### src/rtl/score_accumulator_pkg.sv
// rtl/score_accumulator_pkg.sv - shared judgement codes, point tables and grade thresholds
// Shared by every score_accumulator file.
package score_accumulator_pkg;

    typedef enum logic [1:0] {
        JUDGE_MISS    = 2'd0,
        JUDGE_GOOD    = 2'd1,
        JUDGE_GREAT   = 2'd2,
        JUDGE_PERFECT = 2'd3
    } judge_e;

    typedef enum logic [1:0] {
        ACC_IDLE = 2'd0,
        ACC_LOAD = 2'd1,
        ACC_DIV  = 2'd2,
        ACC_DONE = 2'd3
    } acc_state_e;

    localparam int ACC_SCALE = 10000;
    localparam int DIV_W     = 32;

    localparam logic [31:0] GRADE5_MIN = 32'd9500;
    localparam logic [31:0] GRADE4_MIN = 32'd9000;
    localparam logic [31:0] GRADE3_MIN = 32'd8000;
    localparam logic [31:0] GRADE2_MIN = 32'd7000;
    localparam logic [31:0] GRADE1_MIN = 32'd6000;

    function automatic logic [8:0] base_points(judge_e kind);
        case (kind)
            JUDGE_GOOD:    return 9'd100;
            JUDGE_GREAT:   return 9'd200;
            JUDGE_PERFECT: return 9'd300;
            default:       return 9'd0;
        endcase
    endfunction

    function automatic logic [1:0] weight_points(judge_e kind);
        case (kind)
            JUDGE_GOOD:    return 2'd1;
            JUDGE_GREAT:   return 2'd2;
            JUDGE_PERFECT: return 2'd3;
            default:       return 2'd0;
        endcase
    endfunction

    function automatic logic [2:0] grade_of(logic [31:0] acc);
        if (acc >= GRADE5_MIN)      return 3'd5;
        else if (acc >= GRADE4_MIN) return 3'd4;
        else if (acc >= GRADE3_MIN) return 3'd3;
        else if (acc >= GRADE2_MIN) return 3'd2;
        else if (acc >= GRADE1_MIN) return 3'd1;
        else                        return 3'd0;
    endfunction

endpackage

### src/rtl/score_accumulator_if.sv
// rtl/score_accumulator_if.sv - judgement event inputs and scoreboard statistic outputs
// The slave side is the accumulator; the master side is whoever produces judgements.
interface score_accumulator_if #(
    parameter int SCORE_W = 21
);
    logic               en;
    logic               clear;
    logic               judge_valid;
    logic [1:0]         judge_kind;
    logic [SCORE_W-1:0] combo;
    logic [SCORE_W-1:0] base_score;
    logic [SCORE_W-1:0] bonus_score;
    logic [SCORE_W-1:0] acc;
    logic               acc_valid;
    logic [2:0]         level;
    logic [SCORE_W-1:0] max_combo;

    modport master (
        output en, clear, judge_valid, judge_kind,
        input  combo, base_score, bonus_score, acc, acc_valid, level, max_combo
    );

    modport slave (
        input  en, clear, judge_valid, judge_kind,
        output combo, base_score, bonus_score, acc, acc_valid, level, max_combo
    );
endinterface

### src/rtl/score_accumulator_seq_divider.sv
// rtl/score_accumulator_seq_divider.sv - restoring divider, one quotient bit per enabled cycle
// o_done is high during the final iteration; o_quotient is complete on the following cycle.
module seq_divider #(
    parameter int W = 32
) (
    input  logic         i_clk,
    input  logic         i_rst,
    input  logic         i_en,
    input  logic         i_start,
    input  logic [W-1:0] i_dividend,
    input  logic [W-1:0] i_divisor,
    output logic         o_busy,
    output logic         o_done,
    output logic [W-1:0] o_quotient
);
    localparam int CNT_W = $clog2(W);
    localparam logic [CNT_W-1:0] CNT_LAST = CNT_W'(W - 1);

    logic [W-1:0]     r_rem;
    logic [W-1:0]     r_quo;
    logic [W-1:0]     r_dvs;
    logic [CNT_W-1:0] r_cnt;
    logic             r_busy;

    logic [W:0] w_shift;
    logic [W:0] w_diff;
    logic       w_last;

    // The dividend is shifted out of r_quo while quotient bits shift in behind it.
    assign w_shift = {r_rem, r_quo[W-1]};
    assign w_diff  = w_shift - {1'b0, r_dvs};
    assign w_last  = r_busy && (r_cnt == CNT_LAST);

    always_ff @(posedge i_clk) begin
        if (i_rst) begin
            r_rem  <= '0;
            r_quo  <= '0;
            r_dvs  <= '0;
            r_cnt  <= '0;
            r_busy <= 1'b0;
        end else if (i_en) begin
            if (i_start) begin
                r_rem  <= '0;
                r_quo  <= i_dividend;
                r_dvs  <= i_divisor;
                r_cnt  <= '0;
                r_busy <= 1'b1;
            end else if (r_busy) begin
                if (!w_diff[W]) begin
                    r_rem <= w_diff[W-1:0];
                    r_quo <= {r_quo[W-2:0], 1'b1};
                end else begin
                    r_rem <= w_shift[W-1:0];
                    r_quo <= {r_quo[W-2:0], 1'b0};
                end
                r_cnt <= r_cnt + 1'b1;
                if (w_last) r_busy <= 1'b0;
            end
        end
    end

    assign o_busy     = r_busy;
    assign o_done     = w_last;
    assign o_quotient = r_quo;
endmodule

### src/rtl/score_accumulator.sv
// rtl/score_accumulator.sv - per-note judgements to combo/score/accuracy/grade statistics
// Optional SCORE_MAXCOMBO_EN adds the longest-combo register; otherwise max_combo is 0.
module score_accumulator
    import score_accumulator_pkg::*;
#(
    parameter int NOTE_W   = 16,
    parameter int SCORE_W  = 21,
    parameter int BONUS_SH = 4
) (
    input  logic                 clk,
    input  logic                 rst,
    score_accumulator_if.slave   bus
);
    localparam int PTS_W = NOTE_W + 2;
    localparam logic [NOTE_W-1:0]  NOTE_MAX  = '1;
    localparam logic [SCORE_W-1:0] SCORE_MAX = '1;

    logic [NOTE_W-1:0]  r_notes;
    logic [PTS_W-1:0]   r_points;
    logic [SCORE_W-1:0] r_combo;
    logic [SCORE_W-1:0] r_base;
    logic [SCORE_W-1:0] r_bonus;
    logic [SCORE_W-1:0] r_acc;
    logic [2:0]         r_level;
    logic               r_acc_valid;
    logic               r_dirty;
    acc_state_e         r_state;

    acc_state_e         w_state_next;
    logic               w_load;
    logic               w_div_start;
    logic               w_publish;
    logic               w_div_busy;
    logic               w_div_done;
    logic [DIV_W-1:0]   w_quotient;
    logic [DIV_W-1:0]   w_num;
    logic [DIV_W-1:0]   w_den;
    logic               w_clr;

    judge_e             w_kind;
    logic               w_accept;
    logic               w_hit;
    logic [SCORE_W:0]   w_combo_sum;
    logic [SCORE_W-1:0] w_combo_next;
    logic [SCORE_W-1:0] w_bonus_add;
    logic [SCORE_W:0]   w_bonus_sum;
    logic [SCORE_W:0]   w_base_sum;

    assign w_clr    = rst | bus.clear;
    assign w_kind   = judge_e'(bus.judge_kind);
    assign w_accept = bus.en & bus.judge_valid & ~bus.clear & (r_notes != NOTE_MAX);
    assign w_hit    = (w_kind != JUDGE_MISS);

    // Every accumulator clamps at all-ones rather than wrapping.
    assign w_combo_sum  = {1'b0, r_combo} + 1'b1;
    assign w_combo_next = !w_hit ? '0
                        : (w_combo_sum[SCORE_W] ? SCORE_MAX : w_combo_sum[SCORE_W-1:0]);
    assign w_bonus_add  = w_hit ? (w_combo_next >> BONUS_SH) : '0;
    assign w_bonus_sum  = {1'b0, r_bonus} + {1'b0, w_bonus_add};
    assign w_base_sum   = {1'b0, r_base} + {{(SCORE_W-8){1'b0}}, base_points(w_kind)};

    always_ff @(posedge clk) begin
        if (w_clr) begin
            r_notes  <= '0;
            r_points <= '0;
            r_combo  <= '0;
            r_base   <= '0;
            r_bonus  <= '0;
        end else if (w_accept) begin
            r_notes  <= r_notes + 1'b1;
            r_points <= r_points + {{(PTS_W-2){1'b0}}, weight_points(w_kind)};
            r_combo  <= w_combo_next;
            r_base   <= w_base_sum[SCORE_W]  ? SCORE_MAX : w_base_sum[SCORE_W-1:0];
            r_bonus  <= w_bonus_sum[SCORE_W] ? SCORE_MAX : w_bonus_sum[SCORE_W-1:0];
        end
    end

`ifdef SCORE_MAXCOMBO_EN
    logic [SCORE_W-1:0] r_max_combo;

    always_ff @(posedge clk) begin
        if (w_clr) begin
            r_max_combo <= '0;
        end else if (w_accept && (w_combo_next > r_max_combo)) begin
            r_max_combo <= w_combo_next;
        end
    end

    assign bus.max_combo = r_max_combo;
`else
    assign bus.max_combo = '0;
`endif

    assign w_num = {{(DIV_W-PTS_W){1'b0}}, r_points} * DIV_W'(ACC_SCALE);
    assign w_den = {{(DIV_W-NOTE_W){1'b0}}, r_notes} * DIV_W'(3);

    always_ff @(posedge clk) begin
        if (w_clr) begin
            r_state <= ACC_IDLE;
        end else if (bus.en) begin
            r_state <= w_state_next;
        end
    end

    always_comb begin
        w_state_next = r_state;
        w_load       = 1'b0;
        w_div_start  = 1'b0;
        w_publish    = 1'b0;
        case (r_state)
            ACC_IDLE: if (r_dirty) w_state_next = ACC_LOAD;
            ACC_LOAD: begin
                w_load = 1'b1;
                if (w_den == '0) begin
                    w_state_next = ACC_IDLE;
                end else begin
                    w_div_start  = 1'b1;
                    w_state_next = ACC_DIV;
                end
            end
            ACC_DIV:  if (w_div_done || !w_div_busy) w_state_next = ACC_DONE;
            ACC_DONE: begin
                w_publish    = 1'b1;
                w_state_next = ACC_IDLE;
            end
            default:  w_state_next = ACC_IDLE;
        endcase
    end

    // A same-cycle accepted event outranks LOAD/DONE so its dirty mark is never lost.
    always_ff @(posedge clk) begin
        if (w_clr) begin
            r_acc       <= '0;
            r_level     <= '0;
            r_acc_valid <= 1'b1;
            r_dirty     <= 1'b0;
        end else if (bus.en) begin
            if (w_load) r_dirty <= 1'b0;
            if (w_load && (w_den == '0)) begin
                r_acc       <= '0;
                r_level     <= '0;
                r_acc_valid <= 1'b1;
            end
            if (w_publish) begin
                r_acc       <= w_quotient[SCORE_W-1:0];
                r_level     <= grade_of(w_quotient);
                r_acc_valid <= ~r_dirty;
            end
            if (w_accept) begin
                r_dirty     <= 1'b1;
                r_acc_valid <= 1'b0;
            end
        end
    end

    seq_divider #(
        .W (DIV_W)
    ) u_div (
        .i_clk      (clk),
        .i_rst      (w_clr),
        .i_en       (bus.en),
        .i_start    (w_div_start),
        .i_dividend (w_num),
        .i_divisor  (w_den),
        .o_busy     (w_div_busy),
        .o_done     (w_div_done),
        .o_quotient (w_quotient)
    );

    assign bus.combo       = r_combo;
    assign bus.base_score  = r_base;
    assign bus.bonus_score = r_bonus;
    assign bus.acc         = r_acc;
    assign bus.acc_valid   = r_acc_valid;
    assign bus.level       = r_level;
endmodule

### src/flat_wrapper.sv
// flat-port wrapper written by rule: the top's interface ports become plain ports
module score_accumulator_flat import score_accumulator_pkg::*;
#(
    parameter int NOTE_W   = 16,
    parameter int SCORE_W  = 21,
    parameter int BONUS_SH = 4
)
  (clk, rst, bus_en, bus_clear, bus_judge_valid, bus_judge_kind, bus_combo, bus_base_score, bus_bonus_score, bus_acc, bus_acc_valid, bus_level, bus_max_combo);
  score_accumulator_if #(.SCORE_W(SCORE_W)) bus_i ();
  input  logic clk;
  input  logic rst;
  input wire logic [$bits(bus_i.en)-1:0] bus_en;
  input wire logic [$bits(bus_i.clear)-1:0] bus_clear;
  input wire logic [$bits(bus_i.judge_valid)-1:0] bus_judge_valid;
  input wire logic [$bits(bus_i.judge_kind)-1:0] bus_judge_kind;
  output wire logic [$bits(bus_i.combo)-1:0] bus_combo;
  output wire logic [$bits(bus_i.base_score)-1:0] bus_base_score;
  output wire logic [$bits(bus_i.bonus_score)-1:0] bus_bonus_score;
  output wire logic [$bits(bus_i.acc)-1:0] bus_acc;
  output wire logic [$bits(bus_i.acc_valid)-1:0] bus_acc_valid;
  output wire logic [$bits(bus_i.level)-1:0] bus_level;
  output wire logic [$bits(bus_i.max_combo)-1:0] bus_max_combo;
  assign bus_i.en = bus_en;
  assign bus_i.clear = bus_clear;
  assign bus_i.judge_valid = bus_judge_valid;
  assign bus_i.judge_kind = bus_judge_kind;
  assign bus_combo = bus_i.combo;
  assign bus_base_score = bus_i.base_score;
  assign bus_bonus_score = bus_i.bonus_score;
  assign bus_acc = bus_i.acc;
  assign bus_acc_valid = bus_i.acc_valid;
  assign bus_level = bus_i.level;
  assign bus_max_combo = bus_i.max_combo;
  score_accumulator #(.NOTE_W(NOTE_W), .SCORE_W(SCORE_W), .BONUS_SH(BONUS_SH)) u_core (.clk(clk), .rst(rst), .bus(bus_i));
endmodule
### config.mk
export PLATFORM = sky130hd
export DESIGN_NAME = score_accumulator_flat
export DESIGN_NICKNAME = d
export VERILOG_FILES = /design/src/rtl/score_accumulator_pkg.sv /design/src/rtl/score_accumulator_if.sv /design/src/rtl/score_accumulator_seq_divider.sv /design/src/rtl/score_accumulator.sv /design/src/flat_wrapper.sv
export SDC_FILE = /design/constraint.sdc
export NUM_CORES = 1
export LEC_CHECK = 0
export ABC_AREA = 1
export ABC_CLOCK_PERIOD_IN_PS = 3880
export CAP_MARGIN = 40
export CORE_AREA = 3 3 194 196
export DETAILED_ROUTE_END_ITERATION = 10
export DIE_AREA = 0 0 197 199
export PLACE_DENSITY = 0.65
export SLEW_MARGIN = 15
export SYNTH_ARGS = -nofsm -noshare
export SYNTH_HDL_FRONTEND = slang
export SYNTH_SLANG_ARGS = --single-unit
### constraint.sdc
create_clock -name clk -period 3.88 [get_ports clk]
set_clock_uncertainty 0.05 [all_clocks]
set_input_delay 0.388 -clock clk [delete_from_list [all_inputs] [get_ports clk]]
set_output_delay 0.388 -clock clk [all_outputs]
set_load 0.02 [all_outputs]
---- Yosys cells after proc, flatten, opt, wreduce, memory -nomap -nowiden ----
Cells that the tools add are included.
cells by class
  add/sub/neg operators ................... 7
  $mul .................................... 2
  divide/modulo/power cells ............... 0
  magnitude comparators ................... 5
  equality and inequality tests ........... 10
  shift operators ......................... 0
  muxes and demuxes ....................... 42
  bitwise logic cells ..................... 6
  reduce and logical (&&, ||, !) cells .... 17
operators by type and width
  cell                    count
  $mux 32                 5
  $mux 21                 6
  $ge 32x13->1 const B    3
  $ge 32x14->1 const B    2
  $sub 33x18->33          1
  $logic_not 32->1        1
  $mul 18x10->28 const B  1
  $pmux 9 s3              1
  $add 21x1->22 const B   1
  $add 21x21->22          1
  $add 21x9->22           1
  $add 18x2->18           1
  $mul 16x2->18 const B   1
  $mux 3                  6
  $mux 17                 1
  $add 16x1->16 const B   1
  $ne 16x16->1 const B    1
  $mux 1                  14
  $mux 2                  5
  $mux 5                  2
  $reduce_and 2->1        5
  $eq 2x2->1 const B      4
  $pmux 2 s4              1
  $reduce_bool 2->1       4
  14 further kinds        20
storage, ports and cells
  bits in registers ....................... 213
  latch bits .............................. 0
  memory bits (writable) .................. 0
  ROM bits ................................ 0
  bits of input ports ..................... 7
  output and inout port bits .............. 109
  logic and storage cells ................. 104
  memories kept ........................... 0

---- Depth between registers and ports, before layout ----
  word-level depth ........................ 7
  depth in mapped cells ................... 25
  gate-level depth less buffers ........... 25

---- Cells and area by module ----
A second synthesis with hierarchy kept.
second synthesis, totals
  cell total of the unflattened synthesis .. 2,873
  area, all modules ....................... 18,963.2 um^2
modules (own cells, without submodules)
  module             instances  cells an instance  area each (um^2)  sequential area each (um^2)
  score_accumulator  1          1,687              11,643.7          2,482.4
  seq_divider        1          1,186              7,319.5           2,042.0

---- Worst setup path before layout ----
No wires, ideal clock.
  kind .................................... register -> register
  from .................................... reg u_core.r_points[4]
  to ...................................... reg u_core.u_div.r_quo[21], in the netlist u_core.u_div.o_quotient[21]
  setup time .............................. 0.117 ns
  arrival time ............................ 4.072 ns
  required time ........................... 3.713 ns
  slack ................................... -0.359 ns
  stages on the path, launching flop included .. 22
  buffers on the path ..................... 0
  clock period less this slack ............ 4.239 ns
  cells stage by stage .................... dfxtp_1 -> inv_1 -> fa_1 -> inv_1 -> ha_1 -> inv_1 -> fa_1 -> inv_1 -> ha_1 -> inv_1 -> fa_1 -> inv_1 -> ha_1 -> a21oi_1 -> nand2_1 -> nand3_1 -> nand2_1 -> a21oi_1 -> xor2_1 -> o21ai_0 -> nor2_1 -> nor2_1
on the way
  word-level cells in the longest chain between the ends .. 2
RTL lines
  element                 line                                 text
  from (decl)             score_accumulator.sv:19              logic [PTS_W-1:0] r_points;
  from (signal assigned)  score_accumulator.sv:71              r_points <= r_points + {{(PTS_W-2){1'b0}}, weight_points(w_kind)};
  $mul 18x10->28          score_accumulator.sv:94              assign w_num = {{(DIV_W-PTS_W){1'b0}}, r_points} * DIV_W'(ACC_SCALE);
  $mux 32                 score_accumulator_seq_divider.sv:42  if (i_start) begin
  to (signal assigned)    score_accumulator_seq_divider.sv:44  r_quo <= i_dividend;
  to (signal assigned)    score_accumulator_seq_divider.sv:51  r_quo <= {r_quo[W-2:0], 1'b1};
  to (signal assigned)    score_accumulator_seq_divider.sv:54  r_quo <= {r_quo[W-2:0], 1'b0};
  to (decl)               score_accumulator_seq_divider.sv:20  logic [W-1:0] r_quo;
No other way between the ends.
A chain may end at the register's enable or synchronous reset.

---- Final worst setup path ----
  from .................................... reg u_core.r_points[9]
  to ...................................... reg u_core.u_div.r_quo[22], in the netlist u_core.u_div.o_quotient[22]
The elaborated chain is that of the path after synthesis.

==> results by stage <==
Pwr:
- Dividing total power by cell area gives a power density of 240 nW/um^2.
- VDD sags by at most slightly above 300 uV.
- The leakage component of the power is 9.62 nW.
- After layout, the design draws a total of around 0.0050 W.

Clock network:
- Clock-pin slew was measured on the worst setup and hold paths at about 60 ps.
- The number of buffers on the longest clock path is 3.
- The clock latency on the worst-skew pair is 560 ps.
- The root cell of the clock tree is sky130_fd_sc_hd__clkbuf_16.
- TritonCTS built the clock tree.
- Counting the buffers created by CTS gives 27.
- The tree built by TritonCTS fans out to 212 sinks.
- CTS built an H-tree with a depth of 1.

STA:
- Setup slack on the critical path of the routed design comes to -254 ps.
- The remaining max-slew budget at the tightest pin is between 60% and 70%.
- Setup repair after global routing could not meet its margin everywhere.
- The routed design could run at a clock period as short as approximately 4100 ps.
- The final setup TNS is -2200 ps.
- The transition time of the tightest slew-check pin is ~600 ps.
- The post-route clock period utilization is 107%.
- The final hold violation count is 0.
- Derived from the worst setup path, the maximum achievable clock frequency is 242 MHz.
- The number of max-slew violations in the final report is 0.
- The number of setup violations in the final report is 16.

Floorplan:
- The top-level port count is 116.
- The initial core utilization is 46.3%.
- The floorplan step defined a die boundary enclosing about 39000 sq um.
- Row generation in the floorplan step produced 70 rows.
- The x dimension of the die is between 150 and 200 um.
- The die extent in y is between 150 and 200 um.
- The placeable core region is roughly 36000 sq um.

Hold path:
- Along the worst hold path, the cell count comes to 2.
- In this run the most critical hold path is launched from u_core.u_div.r_dvs[4]$_SDFFE_PP0P_.
- In this run the worst hold path is classified as reg -> reg.
- The terminating pin of the worst hold path is u_core.u_div.r_dvs[4]$_SDFFE_PP0P_.

Finish:
- The non-filler instance count after layout is 3186.
- The top cell types in the final layout, fill and taps aside, are sky130_fd_sc_hd__nand2_1, sky130_fd_sc_hd__inv_1, sky130_fd_sc_hd__nor2_1.
- The total number of nets in the final design is 2907.
- Cells with a size suffix above 1 make up 13.5% of the layout.
- Leaving out fill and tap cells, the most frequent cell in the layout is sky130_fd_sc_hd__nand2_1.
- Compared with the post-synthesis result, the final layout area differs by 23.4%.
- The filler cell count is 3488.
- The number of diodes is 0.
- For this run, the share of the core covered by cells in the final layout is 57.2%.

GRT:
- The number of global-route vias before repair is ~16000.
- For met3 alone, demand over resource in global routing was approximately 3.1%.
- The number of antenna violations at the first check in global routing came to 0.
- The first global-routing pass estimated 78.0 mm of wire.
- The overall fraction of global-route tracks in use is 23.7%.
- Global routing consumed, on the met2 layer, 40.5% of the routing resources.
- The layer flagged by global routing as most heavily used is met2.
- Global routing consumed, on the met1 layer, 32.0% of the routing resources.
- The largest net degree at the start of global routing is 135.
- The aggregate global routing overflow is 0.

Routing:
- The via count normalized by instance count is 5.22.
- The count of nets left with antenna violations once routing finished came out at 0.
- For this run, the detailed router's first-pass iteration total came to 5.
- In this run, the number of DRC markers left after iteration 0 of detailed routing was 882.
- The DRC violation count after routing is 0.
- After detailed routing, the total wire length is 47.5 mm.
- The routed layout has between 15000 and 20000 vias.
- The average wire length per cell after detail routing is 14.9 um.

Placed design:
- In this run the tool buffered the top-level ports with 94 buffer cells.
- The HPWL after detailed placement is 35.8 mm.
- In this run, placement finished with an instance count of 3125.
- The final estimated routing congestion in global placement is 0.924.

Worst setup path:
- The worst-path maximum fanout is 5.
- In this run the critical register-to-register path is captured at u_core.u_div.o_quotient[22]$_SDFFE_PP0P_.
- In this run the critical register-to-register path is launched from u_core.r_points[9]$_SDFFE_PP0P_.
- By startpoint and endpoint, the worst setup path is classified as reg -> reg.
- The category of the worst setup path capture point is a flip-flop.
- The kind of launch point of the worst setup path is a flip-flop.
- Data arrives at the worst endpoint at 4540 ps.
- The register-to-register setup slack is -250 ps.
- The critical path required time is 4280 ps.
- The number of cell instances on the worst register-to-register path is 18.

Yosys:
- The number of enable-type register cells in the synthesized netlist is 0.
- In the post-synthesis netlist, the biggest area contributors are sky130_fd_sc_hd__dfxtp_1, sky130_fd_sc_hd__nand2_1, sky130_fd_sc_hd__ha_1.
- The share of async-settable or async-resettable flops after synthesis is 0%.
- The predominant post-synthesis flop cell is sky130_fd_sc_hd__dfxtp_1.
- After synthesis, the largest area contributor takes up 25.3% of total cell area.
- sky130_fd_sc_hd__dfxtp_1 takes more of the synthesized area than any other cell.
- The post-synthesis average cell area is 6.66 sq um.
- The synthesized instance count is 2521.
- The post-synthesis instance area is about 17000 sq um.
- The sequential share of the synthesized area is around a quarter.
- The synthesis-stage register bit count is 212.
- The number of warnings printed during yosys synthesis is 0.
- The distinct cell type count of the synthesized netlist is 47.

Run status:
- The flow ran to the end, but the final reports show violations.
- The checks that failed: negative setup slack.

Run:
- Across the run, the number of max-cap violations was 0.
how the worst max path moves through the flow:
stage                                          endpoint  cells past startpoint  slack [ps]                              from
3_5_place_dp   u_core.u_div.o_quotient[28]$_SDFFE_PP0P_                     21        -300  u_core.r_points[13]$_SDFFE_PP0P_
4_1_cts        u_core.u_div.o_quotient[27]$_SDFFE_PP0P_                     20        -210   u_core.r_points[9]$_SDFFE_PP0P_
5_1_grt        u_core.u_div.o_quotient[22]$_SDFFE_PP0P_                     18        -380   u_core.r_points[9]$_SDFFE_PP0P_
6_report       u_core.u_div.o_quotient[22]$_SDFFE_PP0P_                     18        -250   u_core.r_points[9]$_SDFFE_PP0P_
3_3_place_gp   u_core.u_div.o_quotient[29]$_SDFFE_PP0P_                     22        -250   u_core.r_points[4]$_SDFFE_PP0P_
2_1_floorplan  u_core.u_div.o_quotient[30]$_SDFFE_PP0P_                     20         -50   u_core.r_points[7]$_SDFFE_PP0P_
final cells by class:
cell class	instances	area [sq um]	area share, %
Clock inverter	15	146	0.706
Tap cell	468	586	2.82
Sequential cell	212	4290	20.7
Multi-Input combinational cell	1884	11600	56.0
Timing Repair Buffer	225	2020	9.73
Inverter	347	1330	6.40
Clock buffer	35	756	3.64
metal layers:
| layer | up-vias | part of all wire [%] | wire, um |
|---|---|---|---|
| met4 | 0 | 1.9 | 895 |
| li1 | 8516 | - | - |
| met1 | 7705 | 46 | 21900 |
| met3 | 68 | 4.7 | 2230 |
| met5 | - | 0 | 0 |
| met2 | 335 | 47 | 22400 |
state kept, by name, summed over array words and instances (netlist names), named ones only:
name,cells
u_core.bus.acc,21
u_core.bus.acc_valid,1
u_core.bus.base_score,20
u_core.bus.bonus_score,21
u_core.bus.combo,21
u_core.bus.level,3
u_core.r_dirty,1
u_core.r_notes,16
u_core.r_points,18
u_core.r_state,1
u_core.u_div.o_busy,1
u_core.u_div.o_quotient,32
u_core.u_div.r_cnt,5
u_core.u_div.r_dvs,18
u_core.u_div.r_rem,32
metrics by stage:
stage	setup WS [ps]	instance area, sq um	hold slack (ps)
6_report	-254	20700	407
5_1_grt	-381	20700	437
4_1_cts	-210	20400	411
3_5_place_dp	-304	19200	403
3_3_place_gp	-251	19200	399
2_1_floorplan	-50.0	17200	380
critical path, cell delays in order (launching register included):
cell	delay (ps)
sky130_fd_sc_hd__dfxtp_4	370
sky130_fd_sc_hd__inv_6	50
sky130_fd_sc_hd__fa_1	540
sky130_fd_sc_hd__inv_2	50
sky130_fd_sc_hd__ha_4	210
sky130_fd_sc_hd__fa_1	470
sky130_fd_sc_hd__ha_1	310
sky130_fd_sc_hd__inv_2	40
sky130_fd_sc_hd__fa_1	510
sky130_fd_sc_hd__inv_2	50
sky130_fd_sc_hd__ha_4	260
sky130_fd_sc_hd__a21oi_2	190
sky130_fd_sc_hd__o21ai_2	100
sky130_fd_sc_hd__o21bai_1	190
sky130_fd_sc_hd__a21oi_1	160
sky130_fd_sc_hd__xor2_1	250
sky130_fd_sc_hd__o21ai_1	110
sky130_fd_sc_hd__nor2_1	90
sky130_fd_sc_hd__nor2_1	40
cells by family (layout without fill, tap and decap cells):
family | Yosys count | in the layout | share of synthesized area (%)
AOI/OAI and AO/OA | 482 | 482 | 15.2
xor gates and xnor gates | 80 | 80 | 4.17
and+or+nand+nor | 1098 | 1098 | 27.3
other | 1 | 21 | 0.0223
buffers and inverters | 445 | 622 | 10.9
adders and majority gates | 203 | 203 | 17.2
DFF | 212 | 212 | 25.3
cells in the mapped netlist, drive strengths merged, types with 2 or more instances:
master,instances
nand3,141
nand4,37
o21bai,4
a31oi,31
nand2,587
o21a,7
a21oi,206
xnor2,37
nor3b,2
nor4,7
nand3b,9
a21o,5
nor3,45
o211ai,6
inv,347
dfxtp,212
ha,157
a211oi,3
and2,2
clkbuf,45
xor2,43
or2,3
fa,46
o21ai,211
and3,6
nor2,259
buf,53
a21boi,2
a41oi,2
report_power, final:
group	total (W)	switching, W	internal [W]	leakage (nW)
clock	0.00255	0.00103	0.00151	0.443
combinational	0.000237	0.000159	0.0000782	7.46
sequential	0.00220	0.0000132	0.00218	1.72
repair_timing:
| item | CTS | global route |
|---|---|---|
| setup buffers | 3 | 9 |
| endpoints found under the setup margin | 18 | 39 |
| hold buffers | 0 | 0 |
| pin swaps | 63 | 53 |
| gates resized for setup | 68 | 76 |
No activity file was read; power rests on OpenSTA's default activity.
==> edit 1, RTL diff (same settings) <==
`SCORE_W` is set to 21 in 3 places; all go to 25.
--- a/src/rtl/score_accumulator_if.sv
+++ b/src/rtl/score_accumulator_if.sv
@@ -1,7 +1,7 @@
 // rtl/score_accumulator_if.sv - judgement event inputs and scoreboard statistic outputs
 // The slave side is the accumulator; the master side is whoever produces judgements.
 interface score_accumulator_if #(
-    parameter int SCORE_W = 21
+    parameter int SCORE_W = 25
 );
     logic               en;
     logic               clear;
--- a/src/rtl/score_accumulator.sv
+++ b/src/rtl/score_accumulator.sv
@@ -4,7 +4,7 @@
     import score_accumulator_pkg::*;
 #(
     parameter int NOTE_W   = 16,
-    parameter int SCORE_W  = 21,
+    parameter int SCORE_W  = 25,
     parameter int BONUS_SH = 4
 ) (
     input  logic                 clk,
--- a/src/flat_wrapper.sv
+++ b/src/flat_wrapper.sv
@@ -2,7 +2,7 @@
 module score_accumulator_flat import score_accumulator_pkg::*;
 #(
     parameter int NOTE_W   = 16,
-    parameter int SCORE_W  = 21,
+    parameter int SCORE_W  = 25,
     parameter int BONUS_SH = 4
 )
   (clk, rst, bus_en, bus_clear, bus_judge_valid, bus_judge_kind, bus_combo, bus_base_score, bus_bonus_score, bus_acc, bus_acc_valid, bus_level, bus_max_combo);
Interface: changed (5 resized); port bits go from 116 to 136. The function was not compared with the original's and may differ.
==> edit 1 against the unedited design <==
Area after synthesis up 6.1%; power rose by 9.9%; worst setup slack lost 130 ps; sequential cell count grew 16; hold slack improved by 6.2 ps; final area up 7.9%; routed wire length rose by 12%; the run still ends with negative setup slack left.
==> edit 1: results (changes against the unedited design) <==
synth_area_leaders: "dfxtp_1 (26%), nand2_1 (14%), ha_1 (11%)"  # was dfxtp_1 (25%), nand2_1 (13%), ha_1 (12%)
grt_util_met3: 0.03760  # was 0.03100
post_drt_wl_per_cell_microns: 15.55  # was 14.91 microns
place_inst: 3348  # was 3125
fin_ws_ps: -384.4  # was -253.8 ps
io_buffers: 110  # was 94
post-place-ws_ps: -427.4  # was -304.5 ps
tightest_slew_ps: 826.3  # was 593.9 ps
synthAdderAreaFrac: 0.1647  # was 0.1718
cp.arrival_ps: 4710  # was 4540 ps
pg_comb_mw: 0.282  # was 0.237 mW
internal_power_mw: 4.185  # was 3.772 mW
drtIter0Drc: 802  # was 882
synth-xor-area-share: 0.04276  # was 0.04171
routed_wl_microns: 52960  # was 47490 microns
met1_usage: 0.3457  # was 0.3203
finalSetupViolCount: 17  # was 16
m1WireLength_microns: 23580  # was 21930 microns
violations: "negative setup slack"  # unchanged
avgSynthCellArea_sq_um: 6.644  # was 6.663 sq um
synth-compound-area-share: 0.1475  # was 0.1517
gp_congestion: 0.9785  # was 0.9244
synth_commonest_cells: "nand2_1 (641), inv_1 (379), a21oi_1 (288)"  # was nand2_1 (581), inv_1 (341), nor2_1 (256)
status: "finished, violations left"  # unchanged
synth_cell_types: 44  # was 47
finalSetupTns_ps: -4177  # was -2197 ps
numCtsBuffers: 28  # was 27
ys_seq_area_frac: 0.2562  # was 0.2527
track_usage: 0.2675  # was 0.2370
==> edit 1: path summary, 6_finish.rpt <==
path / start / to / depth (start not counted)
setup / recovery: u_core.r_points[11]$_SDFFE_PP0P_ / u_core.u_div.o_quotient[31]$_SDFFE_PP0P_ / 21
hold reg to reg: u_core.bus.acc[18]$_SDFFE_PP0P_ / u_core.bus.acc[18]$_SDFFE_PP0P_ / 2
setup reg to reg: u_core.r_points[11]$_SDFFE_PP0P_ / u_core.u_div.o_quotient[31]$_SDFFE_PP0P_ / 21
hold / removal: u_core.bus.acc[18]$_SDFFE_PP0P_ / u_core.bus.acc[18]$_SDFFE_PP0P_ / 2
==> edit 1: cell type report <==
cell class              count  share of cell area
flip-flops and latches    228              0.2056
clock buffers              39             0.03859
well taps                 468             0.02618
clock inverters            11            0.006544
multi-input cells        1985              0.5444
repair buffers            291              0.1134
inverters                 383             0.06528
==> edit 2, RTL diff (same settings) <==
Without the edit above. Re-encode `acc_state_e` (4 states) as one-hot, 4 bits wide.
--- a/src/rtl/score_accumulator_pkg.sv
+++ b/src/rtl/score_accumulator_pkg.sv
@@ -9,11 +9,11 @@
         JUDGE_PERFECT = 2'd3
     } judge_e;
 
-    typedef enum logic [1:0] {
-        ACC_IDLE = 2'd0,
-        ACC_LOAD = 2'd1,
-        ACC_DIV  = 2'd2,
-        ACC_DONE = 2'd3
+    typedef enum logic [3:0] {
+        ACC_IDLE = 4'b0001,
+        ACC_LOAD = 4'b0010,
+        ACC_DIV  = 4'b0100,
+        ACC_DONE = 4'b1000
     } acc_state_e;
 
     localparam int ACC_SCALE = 10000;
Formal check against the unedited RTL: no difference found for any inputs over 4 cycles, from zero or initial values; so few cycles prove little.
==> edit 2 against the unedited design <==
The run still ends with negative setup slack left; routed wire length down 1.6%; power increased by 2.7%; global-route usage down 0.31 points; hold slack better by 14 ps; sequential share of layout area increased by 0.26 points; sequential cell count is 2 higher; synthesized cell count shrank 1.1%; final area decreased by 0.28%; area after synthesis rose by 0.60%; worst setup slack worse by 17 ps; combinational power shrank 5%.
==> edit 2: results (changes against the unedited design) <==
antenna_found_initial: 2  # was 0
cp_max_fo: 5  # unchanged
fin_ws_ps: -271.3  # was -253.8 ps
routed_wl_microns: 46720  # was 47490 microns
tightest_slew_ps: 833.5  # was 593.9 ps
status: "finished, violations left"  # unchanged
crit_slowest_cell: "fa_1"  # unchanged
synth_mux_area_frac: 0  # unchanged
cts_root_buffer: "clkbuf_16"  # unchanged
place_inst: 3100  # was 3125
grt_max_degree: 66  # was 135
num-fill-cells: 3495  # was 3488
nets: 2878  # was 2907
finalSetupViolCount: 17  # was 16
violations: "negative setup slack"  # unchanged
track_usage: 0.2338  # was 0.2370
synth_area_leaders: "dfxtp_1 (25%), nand2_1 (12%), ha_1 (12%)"  # was dfxtp_1 (25%), nand2_1 (13%), ha_1 (12%)
n_antenna_cell: 0  # unchanged
route.detailed.drc: 0  # unchanged
internal_power_mw: 3.928  # was 3.772 mW
p_leak_nw: 9.718  # was 9.622 nW
ir_drop_v: 0.0002988  # was 0.0003111 V
dp_hpwl_microns: 35360  # was 35850 microns
drt-pass1-iter-count: 5  # unchanged
synth_commonest_cells: "nand2_1 (539), inv_1 (344), a21oi_1 (227)"  # was nand2_1 (581), inv_1 (341), nor2_1 (256)
cp.arrival_ps: 4530  # was 4540 ps
synthAdderAreaFrac: 0.1708  # was 0.1718
numCtsBuffers: 26  # was 27
synth-xor-area-share: 0.04302  # was 0.04171
ys_seq_area_frac: 0.2535  # was 0.2527
postPlaceCellArea_sq_um: 19220  # was 19180 sq um
synth-compound-area-share: 0.1598  # was 0.1517
cts-htree-levels: 1  # unchanged
cp_slowest_stage_delay_ps: 540  # about the same
grt_pass1_vias: 15940  # was 15.81k
clk_path_buf_depth: 3  # unchanged
seqPwrFrac: 0.433  # was 0.441
finalSetupTns_ps: -2563  # was -2197 ps
pg_comb_mw: 0.226  # was 0.237 mW
hold_path_class: "flip-flop to flip-flop"  # unchanged
drive_gt1_frac: 0.1329  # was 0.1350
synth_cell_types: 50  # was 47
grt_pass1_wl_microns: 77140  # was 78040 microns
synthCells: 2494  # was 2521
drtIter0Drc: 720  # was 882
gp_congestion: 0.9268  # was 0.9244
fin_cells: 3154  # was 3186
io_buffers: 94  # unchanged
dr_total_vias: 16520  # was 16.62k
==> edit 2: changes by cell type after synthesis, sizes merged, moves of 4 or more <==
cell    before  now
o21ai      211  205
nand3      141  170
and3         6    2
a21oi      206  231
xnor2       37   41
o211ai       6   10
nor3        45   39
nand4       37   33
a31oi       31   26
buf         53   57
nand2      587  547
nor2       259  216
==> edit 2: stage by stage <==
stage | setup slack (ps) | total power, mW | hold WS [ps]
floorplan | -140.4 | 2.420 | 380.1
global placement | -334.2 | 2.480 | 403.3
detailed placement | -387.2 | 2.483 | 416.4
CTS | -268.9 | 5.178 | 424.4
global route | -483.1 | 5.295 | 451.6
finish | -271.3 | 5.116 | 421.4
==> edit 2: layout make-up <==
type / count / area [sq um] / share of cell area
clock buffers: 30 / 716.9 / 0.03467
flip-flops and latches: 214 / 4328 / 0.2093
well taps: 468 / 585.6 / 0.02832
multi-input cells: 1850 / 11510 / 0.5569
repair buffers: 225 / 1962 / 0.09489
inverters: 351 / 1348 / 0.06517
clock inverters: 16 / 222.7 / 0.01077
==> edit 2: cell families after synthesis <==
| kind of cell | Yosys count |
|---|---|
| AND/OR/NAND/NOR | 1036 |
| AO/OA/AOI/OAI | 507 |
| buffers and inverters | 450 |
| flip-flops | 214 |
| adder cells (fa/ha/maj) | 203 |
| XOR/XNOR | 83 |
| other | 1 |
==> edit 2: worst register-to-register path, delay by kind of cell (launching register included) <==
kind	cells	cell delay, ps
AO/OA/AOI/OAI	3	350
buffers and inverters	7	380
AND/OR/NAND/NOR	6	460
flip-flops	1	360
XOR/XNOR	1	160
adder cells (fa/ha/maj)	6	2260
==> edit 2: worst paths after layout <==
path | from | slack [ps] | end | depth (start not counted)
worst min register to register | u_core.u_div.r_dvs[7]$_SDFFE_PP0P_ | 420 | u_core.u_div.r_dvs[7]$_SDFFE_PP0P_ | 2
worst min-delay path | u_core.u_div.r_dvs[7]$_SDFFE_PP0P_ | 420 | u_core.u_div.r_dvs[7]$_SDFFE_PP0P_ | 2
worst max register to register | u_core.r_points[6]$_SDFFE_PP0P_ | -270 | u_core.u_div.o_quotient[29]$_SDFFE_PP0P_ | 23
worst max-delay path | u_core.r_points[6]$_SDFFE_PP0P_ | -270 | u_core.u_div.o_quotient[29]$_SDFFE_PP0P_ | 23
==> edit 2: timing repair <==
action | CTS | global route
setup endpoints to repair | 22 | 39
cloned | 0 | 0
pin swaps | 33 | 27
gates resized for setup | 58 | 56
setup buffers | 1 | 7
==> edit 2: metal layers <==
layer  GRT usage  wire length, microns  vias up
met5           0                    23        -
met4     0.06917                  1344        4
met3     0.03354                  1820       99
met2      0.4108                 22670      309
met1      0.2995                 20860     7662
li1            -                     -     8446
